**src/rtl/drive_cmd_arbiter.sv**
```systemverilog
// Merges drive commands from NUM_SRC sources into one valid/ready stream; a command is sent only when it changes.
// Optional CMD_REFRESH_EN macro: periodically re-send the last command while idle.

module drive_cmd_src_slot #(
    parameter int CMD_W       = 4,
    parameter int TIMEOUT_CYC = 8
) (
    input  logic             clk,
    input  logic             rst_n,
    input  logic             cap_i,
    input  logic             en_i,
    input  logic [CMD_W-1:0] cmd_i,
    output logic             live_o,
    output logic [CMD_W-1:0] cmd_o
);
    localparam int TW = (TIMEOUT_CYC > 1) ? $clog2(TIMEOUT_CYC) : 1;

    logic             live_q, live_d;
    logic [TW-1:0]    timer_q, timer_d;
    logic [CMD_W-1:0] cmd_q, cmd_d;

    // Capture beats expiry; a disabled source drops out on the next edge.
    always_comb begin
        live_d  = live_q;
        timer_d = timer_q;
        cmd_d   = cmd_q;
        if (!en_i) begin
            live_d  = 1'b0;
            timer_d = '0;
        end else if (cap_i) begin
            live_d  = 1'b1;
            timer_d = TW'(TIMEOUT_CYC - 1);
            cmd_d   = cmd_i;
        end else if (live_q) begin
            if (timer_q == '0) live_d = 1'b0;
            else               timer_d = timer_q - 1'b1;
        end
    end

    always_ff @(posedge clk) begin
        if (!rst_n) begin
            live_q  <= 1'b0;
            timer_q <= '0;
            cmd_q   <= '0;
        end else begin
            live_q  <= live_d;
            timer_q <= timer_d;
            cmd_q   <= cmd_d;
        end
    end

    assign live_o = live_q;
    assign cmd_o  = cmd_q;
endmodule

module drive_cmd_arbiter #(
    parameter int NUM_SRC     = 3,
    parameter int CMD_W       = 4,
    parameter int TIMEOUT_CYC = 25000000,
    parameter int MODE        = 0,
    parameter int STOP_CMD    = 0,
    parameter int REFRESH_CYC = 50000000
) (
    input  logic                                          clk,
    input  logic                                          rst_n,
    input  logic [NUM_SRC-1:0]                            src_valid,
    input  logic [NUM_SRC*CMD_W-1:0]                      src_cmd,
    input  logic [NUM_SRC-1:0]                            src_enable,
    output logic [CMD_W-1:0]                              out_cmd,
    output logic                                          out_valid,
    input  logic                                          out_ready,
    output logic [((NUM_SRC > 1) ? $clog2(NUM_SRC) : 1)-1:0] active_src,
    output logic                                          active_valid
);
    localparam int SRC_W = (NUM_SRC > 1) ? $clog2(NUM_SRC) : 1;
    localparam logic [CMD_W-1:0] STOP = CMD_W'(STOP_CMD);
    localparam logic [0:0] ST_IDLE = 1'b0;
    localparam logic [0:0] ST_SEND = 1'b1;

    logic [NUM_SRC-1:0]            cap, live;
    logic [NUM_SRC-1:0][CMD_W-1:0] slot_cmd;

    for (genvar g = 0; g < NUM_SRC; g++) begin : g_slot
        assign cap[g] = src_valid[g] & src_enable[g];
        drive_cmd_src_slot #(.CMD_W(CMD_W), .TIMEOUT_CYC(TIMEOUT_CYC)) u_slot (
            .clk    (clk),
            .rst_n  (rst_n),
            .cap_i  (cap[g]),
            .en_i   (src_enable[g]),
            .cmd_i  (src_cmd[g*CMD_W +: CMD_W]),
            .live_o (live[g]),
            .cmd_o  (slot_cmd[g])
        );
    end

    logic [SRC_W-1:0] lo_live, lo_cap, sel_idx, last_src_q, last_src_d, act_src_q, act_src_d;
    logic             any_cap, any_live;
    logic [CMD_W-1:0] sel_cmd;

    always_comb begin
        lo_live = '0;
        lo_cap  = '0;
        any_cap = 1'b0;
        for (int i = NUM_SRC - 1; i >= 0; i--) begin
            if (live[i]) lo_live = SRC_W'(i);
            if (cap[i]) begin
                lo_cap  = SRC_W'(i);
                any_cap = 1'b1;
            end
        end
    end

    assign any_live   = |live;
    assign last_src_d = any_cap ? lo_cap : last_src_q;
    assign sel_idx    = (MODE == 1 && live[last_src_q]) ? last_src_q : lo_live;
    assign sel_cmd    = any_live ? slot_cmd[sel_idx] : STOP;
    assign act_src_d  = any_live ? sel_idx : act_src_q;

    logic [0:0]       state_q, state_d;
    logic [CMD_W-1:0] out_cmd_q, out_cmd_d, last_sent_q, last_sent_d;
    logic             out_valid_q, out_valid_d;

`ifdef CMD_REFRESH_EN
    localparam int RW = (REFRESH_CYC > 1) ? $clog2(REFRESH_CYC) : 1;
    logic [RW-1:0] refresh_q, refresh_d;
`else
    logic unused_refresh;
    assign unused_refresh = (REFRESH_CYC > 0);
`endif

    always_comb begin
        state_d     = state_q;
        out_cmd_d   = out_cmd_q;
        out_valid_d = out_valid_q;
        last_sent_d = last_sent_q;
`ifdef CMD_REFRESH_EN
        refresh_d   = refresh_q;
`endif
        case (state_q)
            ST_IDLE: begin
                if (sel_cmd != last_sent_q) begin
                    out_cmd_d   = sel_cmd;
                    out_valid_d = 1'b1;
                    state_d     = ST_SEND;
`ifdef CMD_REFRESH_EN
                end else if (refresh_q == RW'(REFRESH_CYC - 1)) begin
                    out_cmd_d   = last_sent_q;
                    out_valid_d = 1'b1;
                    state_d     = ST_SEND;
                end else begin
                    refresh_d   = refresh_q + 1'b1;
`endif
                end
            end
            ST_SEND: begin
                if (out_ready) begin
                    last_sent_d = out_cmd_q;
                    out_valid_d = 1'b0;
                    state_d     = ST_IDLE;
`ifdef CMD_REFRESH_EN
                    refresh_d   = '0;
`endif
                end
            end
            default: state_d = ST_IDLE;
        endcase
    end

    always_ff @(posedge clk) begin
        if (!rst_n) begin
            state_q     <= ST_IDLE;
            out_cmd_q   <= STOP;
            out_valid_q <= 1'b0;
            last_sent_q <= STOP;
            last_src_q  <= '0;
            act_src_q   <= '0;
`ifdef CMD_REFRESH_EN
            refresh_q   <= '0;
`endif
        end else begin
            state_q     <= state_d;
            out_cmd_q   <= out_cmd_d;
            out_valid_q <= out_valid_d;
            last_sent_q <= last_sent_d;
            last_src_q  <= last_src_d;
            act_src_q   <= act_src_d;
`ifdef CMD_REFRESH_EN
            refresh_q   <= refresh_d;
`endif
        end
    end

    assign out_cmd      = out_cmd_q;
    assign out_valid    = out_valid_q;
    assign active_src   = act_src_d;
    assign active_valid = any_live;
endmodule

```
**config.mk**
```make
export PLATFORM = sky130hd
export DESIGN_NAME = drive_cmd_arbiter
export DESIGN_NICKNAME = d
export VERILOG_FILES = /design/src/rtl/drive_cmd_arbiter.sv
export SDC_FILE = /design/constraint.sdc
export NUM_CORES = 1
export LEC_CHECK = 0
export CAP_MARGIN = 20
export CORE_MARGIN = 1.5
export CORE_UTILIZATION = 44
export CTS_BUF_LIST = sky130_fd_sc_hd__clkbuf_8
export CTS_CLUSTER_DIAMETER = 30
export DETAILED_ROUTE_END_ITERATION = 7
export PLACE_DENSITY_LB_ADDON = 0.12
export SYNTH_ARGS = -nofsm -noshare
export SYNTH_HDL_FRONTEND = slang
export SYNTH_SLANG_ARGS = --single-unit
```
**constraint.sdc**
```tcl
create_clock -name clk -period 6 [get_ports clk]
set_clock_uncertainty 0.05 [all_clocks]
set_input_delay 0.9 -clock clk [delete_from_list [all_inputs] [get_ports clk]]
set_output_delay 0.9 -clock clk [all_outputs]
set_load 0.02 [all_outputs]
```
==> results of run 1 <==
[Yosys cell counts, types with 3 or more instances]
| cell | n | share of area, % |
|---|---|---|
| sky130_fd_sc_hd__a21boi_0 | 19 | 2.9 |
| sky130_fd_sc_hd__a21oi_1 | 49 | 4.9 |
| sky130_fd_sc_hd__a31oi_1 | 8 | 1.0 |
| sky130_fd_sc_hd__and2_1 | 7 | 0.88 |
| sky130_fd_sc_hd__buf_1 | 4 | 0.30 |
| sky130_fd_sc_hd__clkbuf_1 | 24 | 1.8 |
| sky130_fd_sc_hd__dfxtp_1 | 102 | 41 |
| sky130_fd_sc_hd__ha_1 | 5 | 1.3 |
| sky130_fd_sc_hd__inv_1 | 11 | 0.83 |
| sky130_fd_sc_hd__mux2i_1 | 6 | 1.2 |
| sky130_fd_sc_hd__nand2_1 | 38 | 2.9 |
| sky130_fd_sc_hd__nand2b_1 | 3 | 0.38 |
| sky130_fd_sc_hd__nand3_1 | 27 | 2.7 |
| sky130_fd_sc_hd__nand3b_1 | 3 | 0.45 |
| sky130_fd_sc_hd__nand4_1 | 11 | 1.4 |
| sky130_fd_sc_hd__nor2_1 | 44 | 3.3 |
| sky130_fd_sc_hd__nor2b_1 | 12 | 1.5 |
| sky130_fd_sc_hd__nor3_1 | 28 | 2.8 |
| sky130_fd_sc_hd__nor4_1 | 12 | 1.5 |
| sky130_fd_sc_hd__nor4b_1 | 3 | 0.53 |
| sky130_fd_sc_hd__o21ai_0 | 14 | 1.4 |
| sky130_fd_sc_hd__o31ai_1 | 4 | 0.61 |
| sky130_fd_sc_hd__or2_2 | 4 | 0.50 |
| sky130_fd_sc_hd__or3_1 | 12 | 1.5 |
| sky130_fd_sc_hd__or4_1 | 14 | 2.1 |
| sky130_fd_sc_hd__or4_4 | 4 | 0.91 |
| sky130_fd_sc_hd__xnor2_1 | 26 | 4.6 |
| sky130_fd_sc_hd__xor2_1 | 35 | 6.2 |
[power by group through the flow]
stage | clock network, mW | registers (mW) | logic (mW)
2_1_floorplan | 0 | 0.735 | 0.169
3_3_place_gp | 0 | 0.743 | 0.207
3_5_place_dp | 0 | 0.744 | 0.211
4_1_cts | 0.433 | 0.728 | 0.212
5_1_grt | 0.456 | 0.733 | 0.236
6_report | 0.417 | 0.728 | 0.212
[metal layers]
| layer | vias up | part of all wire, % | wire length (um) | GRT usage [%] |
|---|---|---|---|---|
| met2 | 46 | 44 | 4442 | 28.62 |
| li1 | 2054 | - | - | - |
| met1 | 1839 | 52 | 5216 | 25.84 |
| met3 | 10 | 2.9 | 291 | 4.722 |
| met4 | 0 | 1.2 | 124 | 4.887 |
| met5 | - | 0 | 0 | 0 |
[state kept, by name, indices dropped and copies added, names as in the netlist]
name,flops
out_valid,1
state_q,1
g_slot.u_slot.live_o,3
act_src_q,2
out_cmd,4
g_slot.u_slot.timer_q,75
g_slot.u_slot.cmd_o,12
last_sent_q,4
[cell families (layout without fill, tap and decap cells)]
family                     count (synthesis)  in the layout  share of synthesized area, %
adders and majority gates                  5              5                         1.262
AOI/OAI and AO/OA                        114            114                         15.24
muxes                                      6              6                         1.211
xor gates and xnor gates                  61             61                         10.77
and+or+nand+nor                          239            239                         26.72
DFF                                      102            102                         41.18
buffers and inverters                     42             56                         3.608
[stage by stage]
stage	hold slack, ns	cells	utilization (%)	total power [mW]
4_1_cts	0.4470	723	49.98	1.372
3_3_place_gp	0.4221	707	48.32	0.9502
2_1_floorplan	0.4020	569	-	0.9040
5_1_grt	0.4622	723	49.98	1.426
3_5_place_dp	0.4317	707	48.32	0.9543
6_report	0.4392	723	49.98	1.357
[worst reg2reg max path: stages, from the launching register on]
cell and delay (ns):
sky130_fd_sc_hd__dfxtp_1 0.36, sky130_fd_sc_hd__or4_1 0.66, sky130_fd_sc_hd__nor4_2 0.26, sky130_fd_sc_hd__nand4_1 0.71, sky130_fd_sc_hd__nand3_1 0.48, sky130_fd_sc_hd__xor2_1 0.18, sky130_fd_sc_hd__a21oi_1 0.08
[final timing paths]
check                           cells after the start                           end  slack, ns                   startpoint
worst max-delay path                                2                  active_valid       3.01      g_slot[0].u_slot.live_o
worst max register to register                      6  g_slot[0].u_slot.timer_q[16]       3.10  g_slot[0].u_slot.timer_q[2]
worst min-delay path                                2     g_slot[2].u_slot.cmd_o[1]       0.44    g_slot[2].u_slot.cmd_o[1]
worst min register to register                      2     g_slot[2].u_slot.cmd_o[1]       0.44    g_slot[2].u_slot.cmd_o[1]
[cell type report]
type	instances	area (sq um)
flip-flops and latches	102	2042
inverters	11	41.29
repair buffers	29	287.8
clock inverters	7	57.56
fillers	1068	5470
multi-input cells	425	2738
well taps	140	175.2
clock buffers	9	123.9
==> report_table.html, run 1 <==
<table>
<tr><th>Metric</th><th>Value</th></tr>
<tr><th colspan="2">Clock tree</th></tr>
<tr><td>CTS H-tree lvls</td><td>3</td></tr>
<tr><td>CTS-repair resized insts</td><td>0</td></tr>
<tr><td>Number of clock sinks</td><td>102</td></tr>
<tr><td>TritonCTS clock tree</td><td>built</td></tr>
<tr><td>Insertion delay to the later sink of the worst-skew pair</td><td>0.38 ns</td></tr>
<tr><td>CTS Buf Count</td><td>9</td></tr>
<tr><td>Post-CTS setup buffers</td><td>0</td></tr>
<tr><td>Maximum buffer depth of the clock tree</td><td>2</td></tr>
<tr><td>CTS root buffer</td><td>sky130_fd_sc_hd__clkbuf_8</td></tr>
<tr><td>CTS Hold Buffers Added</td><td>0</td></tr>
<tr><td>Clock-pin slew on the worst setup and hold paths</td><td>0.11 ns</td></tr>
<tr><th colspan="2">Synthesis</th></tr>
<tr><td>Cells after synthesis</td><td>569</td></tr>
<tr><td>Register area share after synthesis</td><td>41.18%</td></tr>
<tr><td>Mapped cell area</td><td>4959 sq um</td></tr>
<tr><td>Syn_area_per_cell</td><td>8.714 sq um</td></tr>
<tr><td>Number of nets produced by synthesis</td><td>595</td></tr>
<tr><td>Most common flop cell mapped by yosys</td><td>sky130_fd_sc_hd__dfxtp_1</td></tr>
<tr><td>Number of synthesized flops with an enable pin</td><td>0</td></tr>
<tr><td>Ys Warns</td><td>0</td></tr>
<tr><td>Synthesis-stage register bit count</td><td>102</td></tr>
<tr><td>Fraction of registers with async set/reset</td><td>0%</td></tr>
<tr><td>Post-synthesis cell type count</td><td>60</td></tr>
<tr><th colspan="2">Floorplanning</th></tr>
<tr><td>Initial cell density of the core</td><td>45.34%</td></tr>
<tr><td>Height of the die</td><td>109.2 um</td></tr>
<tr><td>Core Rows</td><td>38</td></tr>
<tr><td>Die boundary width</td><td>109.2 um</td></tr>
<tr><td>Number of top-level pins</td><td>29</td></tr>
<tr><td>Total die area</td><td>11910 sq um</td></tr>
<tr><td>Area inside the core boundary</td><td>10940 sq um</td></tr>
<tr><th colspan="2">Global routing</th></tr>
<tr><td>Total routing resource utilization after global routing</td><td>18.61%</td></tr>
<tr><td>Pin count of the biggest net entering global routing</td><td>28</td></tr>
<tr><td>Initial antenna violation count</td><td>0</td></tr>
<tr><td>Global-route wire length before repair</td><td>17.64 mm</td></tr>
<tr><td>Number of global-route vias before repair</td><td>3782</td></tr>
<tr><td>Congestion Overflow GR</td><td>0</td></tr>
<tr><th colspan="2">Setup path</th></tr>
<tr><td>Signal arrival time at the worst endpoint</td><td>2.04 ns</td></tr>
<tr><td>Element type at the critical path start</td><td>register</td></tr>
<tr><td>Endpoint class of the critical path</td><td>output pin</td></tr>
<tr><td>Crit path max fanout</td><td>24</td></tr>
<tr><td>Slowest cell delay on critical path</td><td>0.83 ns</td></tr>
<tr><td>Crit path max-delay cell type</td><td>sky130_fd_sc_hd__dfxtp_1</td></tr>
<tr><td>Cell family contributing the most delay on the critical path</td><td>flip-flops</td></tr>
<tr><td>Sum of buffers and inverters on the critical path</td><td>1</td></tr>
<tr><td>Worst path required time</td><td>5.05 ns</td></tr>
<tr><td>Critical path type</td><td>register to output pin</td></tr>
<tr><td>Chain of cells forming the critical path</td><td>or3_1 &gt; clkdlybuf4s50_1</td></tr>
<tr><th colspan="2">STA</th></tr>
<tr><td>Setup_tns</td><td>0 ns</td></tr>
<tr><td>Unrepaired setup endpoints after global routing</td><td>no</td></tr>
<tr><td>Clock period minus worst slack</td><td>2.990 ns</td></tr>
<tr><td>Fin. Hold Viols</td><td>0</td></tr>
<tr><td>Actual transition at the worst max-transition pin</td><td>0.8165 ns</td></tr>
<tr><td>Post-route fraction of the period consumed by the critical path</td><td>49.83%</td></tr>
<tr><td>Relative max-transition margin</td><td>45.41%</td></tr>
<tr><td>Final Slew Violations</td><td>0</td></tr>
<tr><td>Crit path setup slack, layout</td><td>3.010 ns</td></tr>
<tr><td>Final number of setup-violating endpoints</td><td>0</td></tr>
<tr><td>Achievable Freq</td><td>0.3345 GHz</td></tr>
<tr><th colspan="2">Pwr</th></tr>
<tr><td>Net load switching power</td><td>0.4079 mW</td></tr>
<tr><td>Clock network fraction of design power</td><td>30.7%</td></tr>
<tr><td>Power Density</td><td>248.2 nW/um^2</td></tr>
<tr><td>Sw Share</td><td>30.07%</td></tr>
<tr><td>Internal Power</td><td>0.9487 mW</td></tr>
<tr><td>Worst ir drop on vdd</td><td>154.4 uV</td></tr>
<tr><td>Relative contribution of sequential cells to total power</td><td>53.7%</td></tr>
<tr><td>Combinational Power Share</td><td>15.6%</td></tr>
<tr><td>Static Leakage</td><td>1.911 nW</td></tr>
<tr><th colspan="2">Cells and area</th></tr>
<tr><td>Non-Filler Cell Area, Final</td><td>5465 sq um</td></tr>
<tr><td>Commonest non-fill, non-tap cells in the layout</td><td>102 x sky130_fd_sc_hd__dfxtp_1, 49 x sky130_fd_sc_hd__a21oi_1, 44 x sky130_fd_sc_hd__nor2_1</td></tr>
<tr><td>Ratio of cells with drive above 1 in the final layout</td><td>6.690%</td></tr>
<tr><td>Commonest non-fill, non-tap cell in the layout</td><td>sky130_fd_sc_hd__dfxtp_1</td></tr>
<tr><td>Area growth from synthesis to layout</td><td>10.22%</td></tr>
<tr><td>Diodes inserted</td><td>0</td></tr>
<tr><td>NumNets Final</td><td>604</td></tr>
<tr><th colspan="2">Place</th></tr>
<tr><td>Final RePlAce weighted congestion</td><td>0.7925</td></tr>
<tr><td>Cell area after placement</td><td>5284 sq um</td></tr>
<tr><td>Number of port buffers</td><td>28</td></tr>
<tr><td>Setup slack at placement</td><td>3.155 ns</td></tr>
<tr><td>Final HPWL DP</td><td>7.132 mm</td></tr>
<tr><th colspan="2">Route</th></tr>
<tr><td>Number of vias per cell</td><td>5.462</td></tr>
<tr><td>DRC marker count from the first detailed-route iteration</td><td>114</td></tr>
<tr><td>Number of detailed-routing iterations run before antenna repair</td><td>4</td></tr>
<tr><td>Routed len/inst</td><td>13.93 um</td></tr>
<tr><td>ANT nets after route</td><td>0</td></tr>
<tr><td>Number of vias after detailed routing</td><td>3949</td></tr>
<tr><td>Total routed wirelength</td><td>10.07 mm</td></tr>
<tr><td>DRC violations left</td><td>0</td></tr>
<tr><th colspan="2">Hold path</th></tr>
<tr><td>Worst min path class</td><td>register to register</td></tr>
<tr><th colspan="2">Run</th></tr>
<tr><td>Max-cap violation count</td><td>0</td></tr>
<tr><th colspan="2">Run status</th></tr>
<tr><td>Result of the run</td><td>completed</td></tr>
</table>
(Power assumes the default switching activity.)
==> run 2, diff against run 1 <==
- clock period: 6 -> 2.9 ns (I/O delays scaled with it)
==> report_table.html, run 2 (synthesis gave the netlist of run 1 again) <==
<table>
<tr><th>Metric</th><th>Value</th></tr>
<tr><th colspan="2">STA</th></tr>
<tr><td>Unrepaired setup endpoints after global routing</td><td>no</td></tr>
<tr><td>Crit path setup slack, layout</td><td>0.3430 ns (-2.667 ns)</td></tr>
<tr><td>Actual transition at the worst max-transition pin</td><td>0.7407 ns (-0.07581 ns)</td></tr>
<tr><td>Smallest hold slack</td><td>0.4360 ns (-0.003223 ns)</td></tr>
<tr><td>Fin. Hold Viols</td><td>0 (unchanged)</td></tr>
<tr><td>Clock period minus worst slack</td><td>2.557 ns</td></tr>
<tr><td>Setup_tns</td><td>0 ns (unchanged)</td></tr>
<tr><td>Final number of setup-violating endpoints</td><td>0 (unchanged)</td></tr>
<tr><td>Relative max-transition margin</td><td>50.50% (+5.1 points)</td></tr>
<tr><td>Post-route fraction of the period consumed by the critical path</td><td>88.17%</td></tr>
<tr><td>Final Slew Violations</td><td>0 (unchanged)</td></tr>
<tr><td>Achievable Freq</td><td>0.3911 GHz</td></tr>
<tr><th colspan="2">Route</th></tr>
<tr><td>Number of vias after detailed routing</td><td>3985 (+0.91%)</td></tr>
<tr><td>ANT nets after route</td><td>0 (unchanged)</td></tr>
<tr><td>DRC marker count from the first detailed-route iteration</td><td>154 (+35%)</td></tr>
<tr><td>Routed len/inst</td><td>14.51 um (+4.2%)</td></tr>
<tr><td>DRC violations left</td><td>0 (unchanged)</td></tr>
<tr><td>Number of vias per cell</td><td>5.459 (about the same)</td></tr>
<tr><td>Total routed wirelength</td><td>10.59 mm (+5.2%)</td></tr>
<tr><td>Number of detailed-routing iterations run before antenna repair</td><td>4 (unchanged)</td></tr>
<tr><th colspan="2">Hold path</th></tr>
<tr><td>Worst min path class</td><td>register to register</td></tr>
<tr><th colspan="2">Setup path</th></tr>
<tr><td>Slowest cell delay on critical path</td><td>0.65 ns (-0.18 ns)</td></tr>
<tr><td>Critical path type</td><td>register to register</td></tr>
<tr><td>Signal arrival time at the worst endpoint</td><td>2.76 ns (+0.72 ns)</td></tr>
<tr><td>Worst path required time</td><td>3.11 ns (-1.94 ns)</td></tr>
<tr><td>Chain of cells forming the critical path</td><td>or3_1 &gt; or4_1 &gt; o2111ai_1 &gt; nor2_1 &gt; xnor2_1 &gt; a21oi_1</td></tr>
<tr><td>Element type at the critical path start</td><td>register</td></tr>
<tr><td>Crit path max fanout</td><td>6 (-75%)</td></tr>
<tr><td>Endpoint class of the critical path</td><td>register</td></tr>
<tr><td>Slack of the worst reg-to-reg path</td><td>0.34 ns (-2.76 ns)</td></tr>
<tr><td>Crit path max-delay cell type</td><td>sky130_fd_sc_hd__or4_1</td></tr>
<tr><th colspan="2">Cells and area</th></tr>
<tr><td>Non-Filler Cell Area, Final</td><td>5534 sq um (+1.3%)</td></tr>
<tr><td>Commonest non-fill, non-tap cell in the layout</td><td>sky130_fd_sc_hd__dfxtp_1</td></tr>
<tr><td>Diodes inserted</td><td>0 (unchanged)</td></tr>
<tr><td>Ratio of cells with drive above 1 in the final layout</td><td>7.797% (+1.1 points)</td></tr>
<tr><td>Register ranked first by flip-flop count</td><td>g_slot.u_slot.timer_q</td></tr>
<tr><td>Count of placed standard cells in the final layout, fillers left out</td><td>730 (+0.97%)</td></tr>
<tr><td>Final-layout fill cell count</td><td>1069 (+0.094%)</td></tr>
<tr><td>Area growth from synthesis to layout</td><td>11.61%</td></tr>
<tr><td>Commonest non-fill, non-tap cells in the layout</td><td>102 x sky130_fd_sc_hd__dfxtp_1, 49 x sky130_fd_sc_hd__a21oi_1, 44 x sky130_fd_sc_hd__nor2_1</td></tr>
<tr><td>Flip-flop count of the largest register, all copies and words added</td><td>75 (unchanged)</td></tr>
<tr><td>NumNets Final</td><td>611 (+1.2%)</td></tr>
<tr><td>End-of-flow core utilization</td><td>50.61% (+0.63 points)</td></tr>
<tr><th colspan="2">Floorplanning</th></tr>
<tr><td>Area inside the core boundary</td><td>10940 sq um (unchanged)</td></tr>
<tr><td>Core Rows</td><td>38 (unchanged)</td></tr>
<tr><td>Initial cell density of the core</td><td>45.34% (unchanged)</td></tr>
<tr><td>Height of the die</td><td>109.2 um (unchanged)</td></tr>
<tr><td>Total die area</td><td>11910 sq um (unchanged)</td></tr>
<tr><td>Number of top-level pins</td><td>29 (unchanged)</td></tr>
<tr><td>Die boundary width</td><td>109.2 um (unchanged)</td></tr>
<tr><th colspan="2">Pwr</th></tr>
<tr><td>Power Density</td><td>521.7 nW/um^2 (+110%)</td></tr>
<tr><td>Worst ir drop on vdd</td><td>307.9 uV (+99%)</td></tr>
<tr><td>Static Leakage</td><td>1.949 nW (+2.0%)</td></tr>
<tr><td>Final Power</td><td>2.887 mW (+110%)</td></tr>
<tr><th colspan="2">Clock tree</th></tr>
<tr><td>CTS-repair resized insts</td><td>0 (unchanged)</td></tr>
<tr><td>Number of clock sinks</td><td>102 (unchanged)</td></tr>
<tr><td>Insertion delay to the later sink of the worst-skew pair</td><td>0.39 ns (about the same)</td></tr>
<tr><td>CTS Buf Count</td><td>9 (unchanged)</td></tr>
<tr><td>CTS root buffer</td><td>sky130_fd_sc_hd__clkbuf_8</td></tr>
<tr><td>CTS Hold Buffers Added</td><td>0 (unchanged)</td></tr>
<tr><td>CTS H-tree lvls</td><td>3 (unchanged)</td></tr>
<tr><td>Clock-pin slew on the worst setup and hold paths</td><td>0.10 ns (about the same)</td></tr>
<tr><td>TritonCTS clock tree</td><td>built</td></tr>
<tr><td>Post-CTS setup buffers</td><td>0 (unchanged)</td></tr>
<tr><td>Maximum buffer depth of the clock tree</td><td>2 (unchanged)</td></tr>
<tr><th colspan="2">Global routing</th></tr>
<tr><td>Number of global-route vias before repair</td><td>3796 (+0.37%)</td></tr>
<tr><td>Pin count of the biggest net entering global routing</td><td>24 (-14%)</td></tr>
<tr><td>Total routing resource utilization after global routing</td><td>19.52% (+0.91 points)</td></tr>
<tr><td>Global-route wire length before repair</td><td>18.19 mm (+3.1%)</td></tr>
<tr><td>Initial antenna violation count</td><td>0 (unchanged)</td></tr>
<tr><td>Congestion Overflow GR</td><td>0 (unchanged)</td></tr>
<tr><th colspan="2">Place</th></tr>
<tr><td>Final RePlAce weighted congestion</td><td>0.7799 (-1.6%)</td></tr>
<tr><td>Setup slack at placement</td><td>0.3736 ns (-2.782 ns)</td></tr>
<tr><td>Instance count after placement with tap cells included</td><td>714 (+0.99%)</td></tr>
<tr><td>Final HPWL DP</td><td>7.296 mm (+2.3%)</td></tr>
<tr><td>Cell area after placement</td><td>5336 sq um (+0.99%)</td></tr>
<tr><td>Number of port buffers</td><td>28 (unchanged)</td></tr>
<tr><th colspan="2">Run</th></tr>
<tr><td>Max-cap violation count</td><td>0 (unchanged)</td></tr>
<tr><th colspan="2">Run status</th></tr>
<tr><td>Result of the run</td><td>completed</td></tr>
</table>
[run 2: changes by cell type in the layout (fill, tap and decap cells not counted), sizes merged]
cell / before / now
buf: 1 / 8
inv: 14 / 12
bufinv: 0 / 1
clkinv: 3 / 4
[run 2: routing by layer]
metal	up-vias	track usage, %	routed length, um
met3	12	3.228	307
met2	45	30.22	4627
met5	-	0	0
li1	2063	-	-
met1	1865	26.49	5454
met4	0	9.023	204
[run 2: worst paths after layout]
path	endpoint	startpoint	depth (start not counted)
max reg2reg	g_slot[2].u_slot.timer_q[20]	g_slot[2].u_slot.timer_q[20]	6
min reg2reg	g_slot[2].u_slot.cmd_o[1]	g_slot[2].u_slot.cmd_o[1]	2
max	g_slot[2].u_slot.timer_q[20]	g_slot[2].u_slot.timer_q[20]	6
min	g_slot[2].u_slot.cmd_o[1]	g_slot[2].u_slot.cmd_o[1]	2
[run 2: area by class of cell]
| type | instances | area, sq um | area share, % |
|---|---|---|---|
| Multi-Input combinational cell | 425 | 2738 | 49.47 |
| Sequential cell | 102 | 2042 | 36.90 |
| Timing Repair Buffer | 36 | 340.3 | 6.150 |
| Tap cell | 140 | 175.2 | 3.165 |
| Clock buffer | 9 | 123.9 | 2.238 |
| Clock inverter | 7 | 73.82 | 1.334 |
| Inverter | 11 | 41.29 | 0.7461 |
[run 2: power by group]
part / internal [mW] / switching [mW]
combinational: 0.196 / 0.261
sequential: 1.45 / 0.0526
clock: 0.402 / 0.525
total: 2.05 / 0.838
[run 2: worst max-delay path: cells and delay by family, from the launching register on]
| kind | cells | cell delay, ns |
|---|---|---|
| AND/OR/NAND/NOR | 3 | 1.21 |
| AO/OA/AOI/OAI | 2 | 0.62 |
| flip-flops | 1 | 0.36 |
| XOR/XNOR | 1 | 0.18 |
